File: src/rtl/countdown_timer.sv
// Down-counting m:s:cs timer with a centisecond prescaler and expiry signalling.
// Optional feature: define AUTO_RELOAD_EN to reload the preset on expiry instead of stopping.
module countdown_timer #(
    parameter int TICK_DIV = 10
) (
    input  logic       clk,
    input  logic       rst,
    input  logic       start_stop,
    input  logic       load,
    input  logic [6:0] load_m,
    input  logic [6:0] load_s,
    input  logic [6:0] load_cs,
    output logic [6:0] out_m,
    output logic [6:0] out_s,
    output logic [6:0] out_cs,
    output logic       running,
    output logic       done,
    output logic       expire
);

    localparam int PW = (TICK_DIV > 2) ? $clog2(TICK_DIV) : 1;
    localparam logic [PW-1:0] PRESC_LAST = PW'(TICK_DIV - 1);

    typedef enum logic [1:0] {IDLE, RUN, PAUSE, EXPIRED} state_t;

    state_t        state, state_nxt;
    logic [PW-1:0] presc, presc_nxt;
    logic [6:0]    pre_m, pre_s, pre_cs;
    logic [6:0]    pre_m_nxt, pre_s_nxt, pre_cs_nxt;
    logic [6:0]    m_nxt, s_nxt, cs_nxt;
    logic          expire_nxt;
    logic          tick;
    logic          count_zero;
    logic          count_one;

    function automatic logic [6:0] clamp(input logic [6:0] v, input logic [6:0] lim);
        return (v > lim) ? lim : v;
    endfunction

    assign tick       = (state == RUN) && (presc == PRESC_LAST);
    assign count_zero = (out_m == 7'd0) && (out_s == 7'd0) && (out_cs == 7'd0);
    assign count_one  = (out_m == 7'd0) && (out_s == 7'd0) && (out_cs == 7'd1);

    // NOTE: every signal driven here gets a default first so no path leaves it unassigned (no latch).
    always_comb begin
        state_nxt  = state;
        presc_nxt  = presc;
        pre_m_nxt  = pre_m;
        pre_s_nxt  = pre_s;
        pre_cs_nxt = pre_cs;
        m_nxt      = out_m;
        s_nxt      = out_s;
        cs_nxt     = out_cs;
        expire_nxt = 1'b0;

        if (load) begin
            // Load overrides everything, including a tick landing on this cycle.
            pre_m_nxt  = clamp(load_m, 7'd99);
            pre_s_nxt  = clamp(load_s, 7'd59);
            pre_cs_nxt = clamp(load_cs, 7'd99);
            m_nxt      = pre_m_nxt;
            s_nxt      = pre_s_nxt;
            cs_nxt     = pre_cs_nxt;
            presc_nxt  = '0;
            state_nxt  = IDLE;
        end else begin
            unique case (state)
                IDLE: begin
                    if (start_stop && !count_zero) state_nxt = RUN;
                end
                RUN: begin
                    presc_nxt = tick ? '0 : presc + PW'(1);
                    state_nxt = start_stop ? RUN : PAUSE;
                    if (tick) begin
                        if (count_one) begin
                            expire_nxt = 1'b1;
`ifdef AUTO_RELOAD_EN
                            m_nxt  = pre_m;
                            s_nxt  = pre_s;
                            cs_nxt = pre_cs;
`else
                            m_nxt     = 7'd0;
                            s_nxt     = 7'd0;
                            cs_nxt    = 7'd0;
                            state_nxt = EXPIRED;
`endif
                        end else if (out_cs != 7'd0) begin
                            cs_nxt = out_cs - 7'd1;
                        end else if (out_s != 7'd0) begin
                            cs_nxt = 7'd99;
                            s_nxt  = out_s - 7'd1;
                        end else begin
                            cs_nxt = 7'd99;
                            s_nxt  = 7'd59;
                            m_nxt  = out_m - 7'd1;
                        end
                    end
                end
                PAUSE: begin
                    if (start_stop) state_nxt = RUN;
                end
                EXPIRED: ;
                default: state_nxt = IDLE;
            endcase
        end
    end

    // NOTE: sequential state uses non-blocking assignments so all flops update together at the edge.
    always_ff @(posedge clk or posedge rst) begin
        if (rst) begin
            state   <= IDLE;
            presc   <= '0;
            pre_m   <= 7'd0;
            pre_s   <= 7'd0;
            pre_cs  <= 7'd0;
            out_m   <= 7'd0;
            out_s   <= 7'd0;
            out_cs  <= 7'd0;
            running <= 1'b0;
            done    <= 1'b0;
            expire  <= 1'b0;
        end else begin
            state   <= state_nxt;
            presc   <= presc_nxt;
            pre_m   <= pre_m_nxt;
            pre_s   <= pre_s_nxt;
            pre_cs  <= pre_cs_nxt;
            out_m   <= m_nxt;
            out_s   <= s_nxt;
            out_cs  <= cs_nxt;
            running <= (state_nxt == RUN);
            done    <= (state_nxt == EXPIRED);
            expire  <= expire_nxt;
        end
    end

endmodule

File: config.mk
export PLATFORM = sky130hd
export DESIGN_NAME = countdown_timer
export DESIGN_NICKNAME = d
export VERILOG_FILES = /design/src/rtl/countdown_timer.sv
export SDC_FILE = /design/constraint.sdc
export NUM_CORES = 1
export LEC_CHECK = 0
export ABC_AREA = 1
export BUFFER_PORTS_ARGS = -buffer_cell sky130_fd_sc_hd__buf_4
export CAP_MARGIN = 20
export CORE_AREA = 2 2 69 71
export CTS_CLUSTER_DIAMETER = 120
export CTS_CLUSTER_SIZE = 28
export DETAILED_ROUTE_END_ITERATION = 6
export DIE_AREA = 0 0 71 73
export PLACE_DENSITY = 0.73
export SETUP_SLACK_MARGIN = 0.3
export SYNTH_ARGS = -nofsm -noshare
export SYNTH_HDL_FRONTEND = slang
export SYNTH_SLANG_ARGS = --single-unit
File: constraint.sdc
create_clock -name clk -period 1.6 [get_ports clk]
set_input_delay 0.32 -clock clk [delete_from_list [all_inputs] [get_ports clk]]
set_output_delay 0.32 -clock clk [all_outputs]
set_load 0.02 [all_outputs]
==> results.json, run 1 <==
{
  "finalHoldViolCount": 0,
  "dp.cells": 383,
  "track_usage_pct": 21.9,
  "tightest_slew_ns": 0.391,
  "vias_per_cell": 5.29,
  "r2r-end": "out_cs[2]",
  "synth-seq-area-share_pct": 36.7,
  "clock_skew_ns": 0.00389,
  "status": "finished, violations left",
  "final_layout_size_suffix_gt1_share_pct": 48.6,
  "slowest_delay_ns": 0.39,
  "cap_violations": 0,
  "p_int_uw": 2130,
  "routedWlPerCell_um": 14.6,
  "finalCritPeriodShare_pct": 101,
  "place_congestion": 0.915,
  "htree_levels": 2,
  "crit_start": "out_cs[1]",
  "worstRegToRegCells": 11,
  "cts_sinks": 30,
  "yosys_warnings": 0,
  "drt-total-wl_mm": 6.20,
  "pin_count": 49,
  "critical_path.endpoint_type": "register",
  "cts-buffers-inserted": 5,
  "crit_type": "reg -> reg",
  "syn_area_per_cell_um2": 7.67,
  "power_frac_comb_pct": 51.5,
  "worstPathArrival_ns": 1.84,
  "max-slew-margin-rel_pct": 73.9,
  "dieArea_um2": 5180,
  "clkPwrFrac_pct": 18.4,
  "synth_cell_types": 34,
  "num_antenna_cells": 0,
  "drtIter0Drc": 231,
  "cts_tree": "done",
  "antenna_found_initial": 0,
  "fin_hold_ws_ns": 0.111,
  "die_y_um": 73,
  "cts.path.max_buffers": 2,
  "vias": 2245,
  "first_pass_iters": 5,
  "std_cell_rows": 25,
  "fmax_ghz": 0.617,
  "syn_inst": 267,
  "coreArea_um2": 4540,
  "grt_max_degree": 31,
  "slew_viol_final": 0,
  "total_power_uw": 3520,
  "p_per_area_nw_per_um2": 1080,
  "cts_root_buffer": "clkbuf_8",
  "first_global_vias": 2013,
  "rsz0062_at_grt": "yes",
  "ir_worst_vdd_mv": 0.602,
  "syn-cell-area_um2": 2050,
  "ys_ff_latch": 30,
  "grt_pass1_wl_mm": 9.00,
  "violations": "setup timing",
  "cp-endpoint": "out_cs[2]",
  "dp.final_hpwl_mm": 3.88,
  "nets": 402,
  "io_buffer_count": 48,
  "syn_nets": 300,
  "seqPwrFrac_pct": 30.1,
  "reg2reg_slack_ns": -0.02,
  "crit_path_top_delay_cell": "dfrtp_1",
  "clk_pin_slew_worst_paths_ns": 0.07,
  "cp_data_required_time_ns": 1.82,
  "cp_max_fo": 3,
  "start_kind": "register",
  "worstSkewPairLatency_ns": 0.29,
  "overflow": 0,
  "path_cells": "inv_2 -> ha_1 -> nand2_2 -> nor2_4 -> nand3_4 -> nand3_4 -> buf_4 -> buf_6 -> inv_2 -> nand2_1 -> a21oi_2",
  "p_sw_share_pct": 39.6,
  "hold_class": "in -> async",
  "switchingPower_uw": 1390,
  "min_period_ns": 1.62,
  "drtAntennaViolNets": 0,
  "final.setup.worst_slack_ns": -0.0213,
  "area_growth_pct": 59.2,
  "die-width_um": 71,
  "layout_commonest_cell": "buf_4",
  "final-setup-viol-count": 2,
  "p_leak_uw": 0.00165,
  "final_cell_mix": "73 x buf_4, 66 x nand2_1, 25 x dfrtp_1",
  "regToRegStartpoint": "out_cs[1]",
  "fin_cells": 424,
  "start_util_pct": 45.1,
  "drcViolationCount": 0
}
-- stage by stage --
step	setup TNS (ns)	instance area, µm²	util (%)	worst slack [ns]
after floorplan	0	2100	-	0.0737
after global placement	0	2640	58.3	0.0120
final	-0.0321	3260	71.8	-0.0213
after global routing	-0.885	3260	71.8	-0.0932
after CTS	0	2940	64.8	0.00900
after detailed placement	-0.0451	2640	58.3	-0.0363
-- state kept, by name, summed over array words and instances (netlist names) --
signal / count
out_s: 7
done: 1
out_cs: 7
presc: 4
expire: 1
state: 2
out_m: 7
running: 1
-- per-layer routing --
layer	part of all wire, %	GRT usage (%)
met5	0	0
met4	3.0	7.55
met3	7.2	4.56
met2	50	37.6
met1	40	27.5
-- power by group through the flow --
stage	sequential (µW)	combinational, µW	clock [µW]
2_1_floorplan	1220	678	0
3_3_place_gp	1040	1360	0
3_5_place_dp	1050	1380	0
4_1_cts	1050	1520	656
5_1_grt	1080	1960	691
6_report	1060	1810	648
-- cell usage after synthesis (all sizes together) --
master  number  share of area [%]
a21oi        9                2.2
and3         1               0.31
buf          3               0.98
clkbuf       1               0.18
dfrtp       30                 37
ha           8                4.9
inv         31                5.8
nand2       83                 17
nand3       15                5.1
nand3b       1               0.98
nand4        5                2.1
nor2        31                9.4
nor3         5                1.2
o211ai       2               0.73
o21a         1               0.37
o21ai       28                6.8
o21bai       1               0.37
o22ai        2               0.61
o31ai        1               0.37
xnor2        2               0.86
xor2         7                3.0
-- critical path, delay by kind of cell (launching register included) --
family,cells,cell delay [ns]
adders and majority gates,1,0.19
and+or+nand+nor,5,0.45
AOI/OAI and AO/OA,1,0.12
buffers and inverters,4,0.40
DFF,1,0.39
-- layout make-up --
cell class / instances / area (µm²)
Tap cell: 54 / 67.6
Sequential cell: 30 / 757
Timing Repair Buffer: 98 / 847
Clock buffer: 7 / 86.3
Clock inverter: 1 / 5.00
Fill cell: 328 / 1280
Multi-Input combinational cell: 203 / 1370
Inverter: 31 / 126
-- worst min-delay path by stage --
| stage | end | depth (start not counted) |
|---|---|---|
| final | out_cs[2] | 3 |
| after global placement | running | 3 |
| after floorplan | done | 1 |
| after global routing | out_m[3] | 3 |
| after detailed placement | done | 3 |
| after CTS | out_s[6] | 3 |
-- cells by family after synthesis --
group / after synthesis / synth area share, %
compound gates: 44 / 11.5
xor+xnor: 9 / 3.85
fa+ha+maj: 8 / 4.89
buf+inv: 35 / 6.97
flops: 30 / 36.7
simple gates: 141 / 36.1
-- what timing repair did --
item / CTS / global route
hold buffers: 0 / 0
pin swaps: 7 / 18
setup endpoints to repair: 38 / 41
gates resized for setup: 19 / 58
setup buffers: 17 / 15
gates cloned: 1 / 0
Note: power is estimated with default switching activity, not from simulation.
==> run 2, diff against run 1 <==
- SKIP_CTS_REPAIR_TIMING: unset -> 1
==> run 2 against run 1 <==
  * The flow still finishes with violations (setup timing)
  * Maximum frequency fell by 0.72%
  * Wire length is 13% lower
  * Utilization down 7.3 points
  * Hold slack improved by 0.0046 ns
  * Sequential share of layout area rose by 2.5 points
  * Sequential power is essentially flat
==> results.json, run 2 (synthesized netlist as in run 1, its figures left out) <==
{
  "nets": 380,
  "worstSkewPairLatency_ns": 0.28,
  "ir_worst_vdd_mv": 0.665,
  "vias": 2060,
  "drt-total-wl_mm": 5.37,
  "slew_viol_final": 0,
  "p_leak_uw": 0.00151,
  "finalHoldViolCount": 0,
  "drcViolationCount": 0,
  "num_antenna_cells": 0,
  "std_cell_rows": 25,
  "cap_violations": 0,
  "crit_path_top_delay_cell": "dfrtp_2",
  "clk_pin_slew_worst_paths_ns": 0.07,
  "tightest_slew_ns": 0.389,
  "die-width_um": 71,
  "critPathBufInv": 2,
  "pin_count": 49,
  "violations": "setup timing",
  "htree_levels": 2,
  "grt_pass1_wl_mm": 8.49,
  "cp_top_family": "simple AND/OR/NAND/NOR gates",
  "cts_root_buffer": "clkbuf_8",
  "first_global_vias": 1880,
  "final.setup.worst_slack_ns": -0.0331,
  "hold_class": "in -> async",
  "cts.path.max_buffers": 2,
  "dp.final_hpwl_mm": 3.88,
  "coreArea_um2": 4540,
  "dp.cells": 383,
  "start_kind": "register",
  "crit_type": "reg -> reg",
  "max-slew-margin-rel_pct": 74.1,
  "drtIter0Drc": 221,
  "cp_data_required_time_ns": 1.77,
  "die_y_um": 73,
  "antenna_found_initial": 0,
  "largestRegisters": "out_cs: 7 flops, out_m: 7 flops, out_s: 7 flops",
  "layout_commonest_cell": "nand2_1",
  "cts-buffers-inserted": 5,
  "cts_sinks": 30,
  "fin_hold_ws_ns": 0.116,
  "routedWlPerCell_um": 13.4,
  "slowest_delay_ns": 0.42,
  "finalCritPeriodShare_pct": 102,
  "critical_path.endpoint_type": "register",
  "dieArea_um2": 5180,
  "fmax_ghz": 0.612,
  "fin_util_pct": 64.5,
  "drtAntennaViolNets": 0,
  "io_buffer_count": 48,
  "final_layout_size_suffix_gt1_share_pct": 37.1,
  "worstPathArrival_ns": 1.81,
  "track_usage_pct": 20.8,
  "fin_cells": 402,
  "place_congestion": 0.915,
  "final-setup-viol-count": 7,
  "final_cell_mix": "74 x nand2_1, 56 x buf_4, 27 x dfrtp_1",
  "vias_per_cell": 5.12,
  "start_util_pct": 45.1,
  "fillers": 395,
  "min_period_ns": 1.63,
  "status": "finished, violations left",
  "cts_tree": "done",
  "p_per_area_nw_per_um2": 1110,
  "clock_skew_ns": 0.00535,
  "cp_max_fo": 7,
  "grt_max_degree": 31,
  "overflow": 0,
  "rsz0062_at_grt": "yes",
  "area_growth_pct": 43.0,
  "first_pass_iters": 4,
  "path_cells": "inv_2 -> ha_4 -> nand3_4 -> nor2_8 -> inv_2 -> nand2_4 -> nand2_4 -> nand3b_4 -> nand2_2 -> nand2_2"
}
[run 2: cell types whose count changed in the layout (fill, tap and decap cells not counted), sizes merged]
cell / before / now
buf: 98 / 76
[run 2: path summary, 6_finish.rpt]
path | start | end | slack, ns | cells after the start
setup / recovery | out_s[0] | out_m[0] | -0.03 | 10
hold / removal | rst | out_m[6] | 0.12 | 3
setup reg to reg | out_s[0] | out_m[0] | -0.03 | 10
hold reg to reg | out_s[0] | out_s[0] | 0.52 | 2
max in group asynchronous | rst | out_s[1] | 1.19 | 3
min in group clk | load_cs[5] | out_cs[5] | 0.28 | 3
[run 2: final cells by class]
class                           count  area (µm²)  area share (%)
Inverter                           31         121            4.15
Clock inverter                      1        5.00           0.171
Sequential cell                    30         754            25.8
Clock buffer                        7        86.3            2.95
Multi-Input combinational cell    203        1240            42.3
Tap cell                           54        67.6            2.31
Timing Repair Buffer               76         654            22.4
[run 2: layer usage]
metal	vias up	part of all wire (%)	GRT usage [%]
li1	1027	-	-
met2	94	49	34.2
met5	-	0	0
met4	0	2.0	7.55
met3	15	6.8	4.42
met1	924	42	27.0
[run 2: power by group]
group          switching, µW  internal [µW]  leakage, µW
clock                    295            347    0.0000482
combinational            827            732      0.00109
sequential               147            900     0.000376
[run 2: worst reg2reg max path, stage by stage, from the launching register on]
cell	delay (ns)
dfrtp_2	0.42
inv_2	0.08
ha_4	0.16
nand3_4	0.11
nor2_8	0.16
inv_2	0.07
nand2_4	0.07
nand2_4	0.07
nand3b_4	0.22
nand2_2	0.11
nand2_2	0.06
[run 2: through the flow]
step | setup slack (ns) | instance area (µm²) | TNS (ns) | total power, µW
after floorplan | 0.0737 | 2100 | 0 | 1890
after global placement | 0.0120 | 2640 | 0 | 2400
after detailed placement | -0.0363 | 2640 | -0.0451 | 2430
after CTS | -0.0461 | 2730 | -0.0708 | 3080
after global routing | -0.104 | 2930 | -0.984 | 3470
final | -0.0331 | 2930 | -0.0880 | 3250
==> run 3, diff against run 2 <==
- CORE_AREA: 2 2 69 71 -> 2 2 68 70
- DIE_AREA: 0 0 71 73 -> 0 0 70 72
- PLACE_DENSITY: 0.73 -> 0.72
- RECOVER_POWER: unset -> 25
- clock period: 1.6 -> 1.8 ns (I/O delays scaled with it)
==> run 3 against run 2 <==
  * The run now ends clean
  * Register-to-register slack improved by 0.20 ns
  * First-iteration DRC count decreased by 47%
  * Utilization decreased by 1.6 points
  * Sequential share of layout area increased by 2.3 points
  * Clock power decreased by 12%
  * Total power decreased by 19%
  * Die area decreased by 2.8%
  * Highest routed layer unchanged
==> results.json, run 3 (synthesized netlist as in run 1, its figures left out) <==
{
  "place_congestion": 0.861,
  "num_antenna_cells": 0,
  "status": "complete, no violations",
  "final_cell_mix": "71 x nand2_1, 56 x buf_4, 27 x dfrtp_1",
  "grt_pass1_wl_mm": 8.35,
  "cts_sinks": 30,
  "start_util_pct": 48.0,
  "fin_util_pct": 62.9,
  "slew_viol_final": 0,
  "drtIter0Drc": 117,
  "slowest_delay_ns": 0.43,
  "die_y_um": 72,
  "die-width_um": 70,
  "tightest_slew_ns": 0.785,
  "cp_max_fo": 7,
  "dp_slack_ns": 0.124,
  "largestRegisters": "out_cs: 7 flops, out_m: 7 flops, out_s: 7 flops",
  "start_kind": "register",
  "fillers": 404,
  "grt_max_degree": 31,
  "dp.final_hpwl_mm": 3.69,
  "rsz0062_at_grt": "yes",
  "cts_root_buffer": "clkbuf_8",
  "ff_latch_area_um2": 754,
  "drt-total-wl_mm": 4.93,
  "track_usage_pct": 21.1,
  "cts.path.max_buffers": 2,
  "min_period_ns": 1.63,
  "io_buffer_count": 48,
  "antenna_found_initial": 0,
  "multiInputGateArea_um2": 1220,
  "p_per_area_nw_per_um2": 986,
  "drtAntennaViolNets": 0,
  "dieArea_um2": 5040,
  "hold_class": "in -> async",
  "crit_type": "reg -> reg",
  "finalHoldViolCount": 0,
  "ir_worst_vdd_mv": 0.511,
  "overflow": 0,
  "std_cell_rows": 24,
  "first_global_vias": 1850,
  "critical_path.endpoint_type": "register",
  "finalCritPeriodShare_pct": 90.5,
  "max-slew-margin-rel_pct": 47.6,
  "worstSkewPairLatency_ns": 0.28,
  "vias_per_cell": 5.11,
  "vias": 1948,
  "routedWlPerCell_um": 12.9,
  "fin_tns_setup_ns": 0,
  "drcViolationCount": 0,
  "final-setup-viol-count": 0,
  "clock_skew_ns": 0.00714,
  "crit_path_top_delay_cell": "dfrtp_2",
  "fmax_ghz": 0.614,
  "htree_levels": 2,
  "cp_data_required_time_ns": 1.97,
  "clk_pin_slew_worst_paths_ns": 0.07,
  "worstPathArrival_ns": 1.80,
  "coreArea_um2": 4260,
  "nets": 361,
  "cap_violations": 0,
  "cts-buffers-inserted": 5,
  "area_growth_pct": 31.1,
  "cts_tree": "done",
  "layout_commonest_cell": "nand2_1",
  "p_leak_uw": 0.00140,
  "path_cells": "inv_4 -> ha_4 -> nand3_4 -> nor2_8 -> inv_2 -> nand2_4 -> nand2_4 -> nand3b_4 -> nand2_2 -> nand2_2",
  "final_layout_size_suffix_gt1_share_pct": 33.1,
  "final.setup.worst_slack_ns": 0.171,
  "first_pass_iters": 4,
  "pin_count": 49
}
-- run 3: cell types whose count changed in the layout (fill, tap and decap cells not counted), sizes merged --
cell,delta
buf,-20
nand2,-1
clkbuf,+2
-- run 3: critical path: cells and delay by family (launching register included) --
family                     cells  cell delay [ns]
buffers and inverters          2             0.13
adders and majority gates      1             0.15
and+or+nand+nor                7             0.81
DFF                            1             0.43
-- run 3: final timing paths --
path,slack [ns],depth (start not counted),startpoint,end
setup / recovery,0.17,10,out_s[0],out_m[5]
hold / removal,0.30,3,rst,presc[2]
setup reg to reg,0.17,10,out_s[0],out_m[5]
hold reg to reg,0.53,2,out_m[0],out_m[0]
max in group asynchronous,0.94,3,rst,out_s[1]
min in group clk,0.31,3,load_cs[5],out_cs[5]
-- run 3: power breakdown --
group | switching (µW) | total (µW) | internal, µW
Combinational | 634 | 1120 | 482
Clock | 255 | 563 | 308
Sequential | 167 | 967 | 800
-- run 3: cell type report --
class                   instances  share of cell area (%)
multi-input cells             202                    45.4
repair buffers                 58                    16.1
clock inverters                 1                   0.186
well taps                      52                    2.42
inverters                      31                    4.52
clock buffers                   7                    3.22
flip-flops and latches         30                    28.1
-- run 3: metal layers --
layer / track usage (%) / share of wire, % / vias up
li1: - / - / 986
met2: 35.4 / 49 / 53
met4: 7.26 / 1.2 / 0
met3: 5.00 / 5.2 / 5
met5: 0 / 0 / -
met1: 26.9 / 45 / 904
-- run 3: through the flow --
step                      instances  power (µW)  hold WS, ns  instance area, µm²
final                           381        2650        0.301                2680
after global placement          366        2030        0.473                2500
after CTS                       374        2620        0.169                2590
after floorplan                 267        1680        0.451                2080
after detailed placement        366        2040        0.475                2500
after global routing            381        2850        0.306                2680
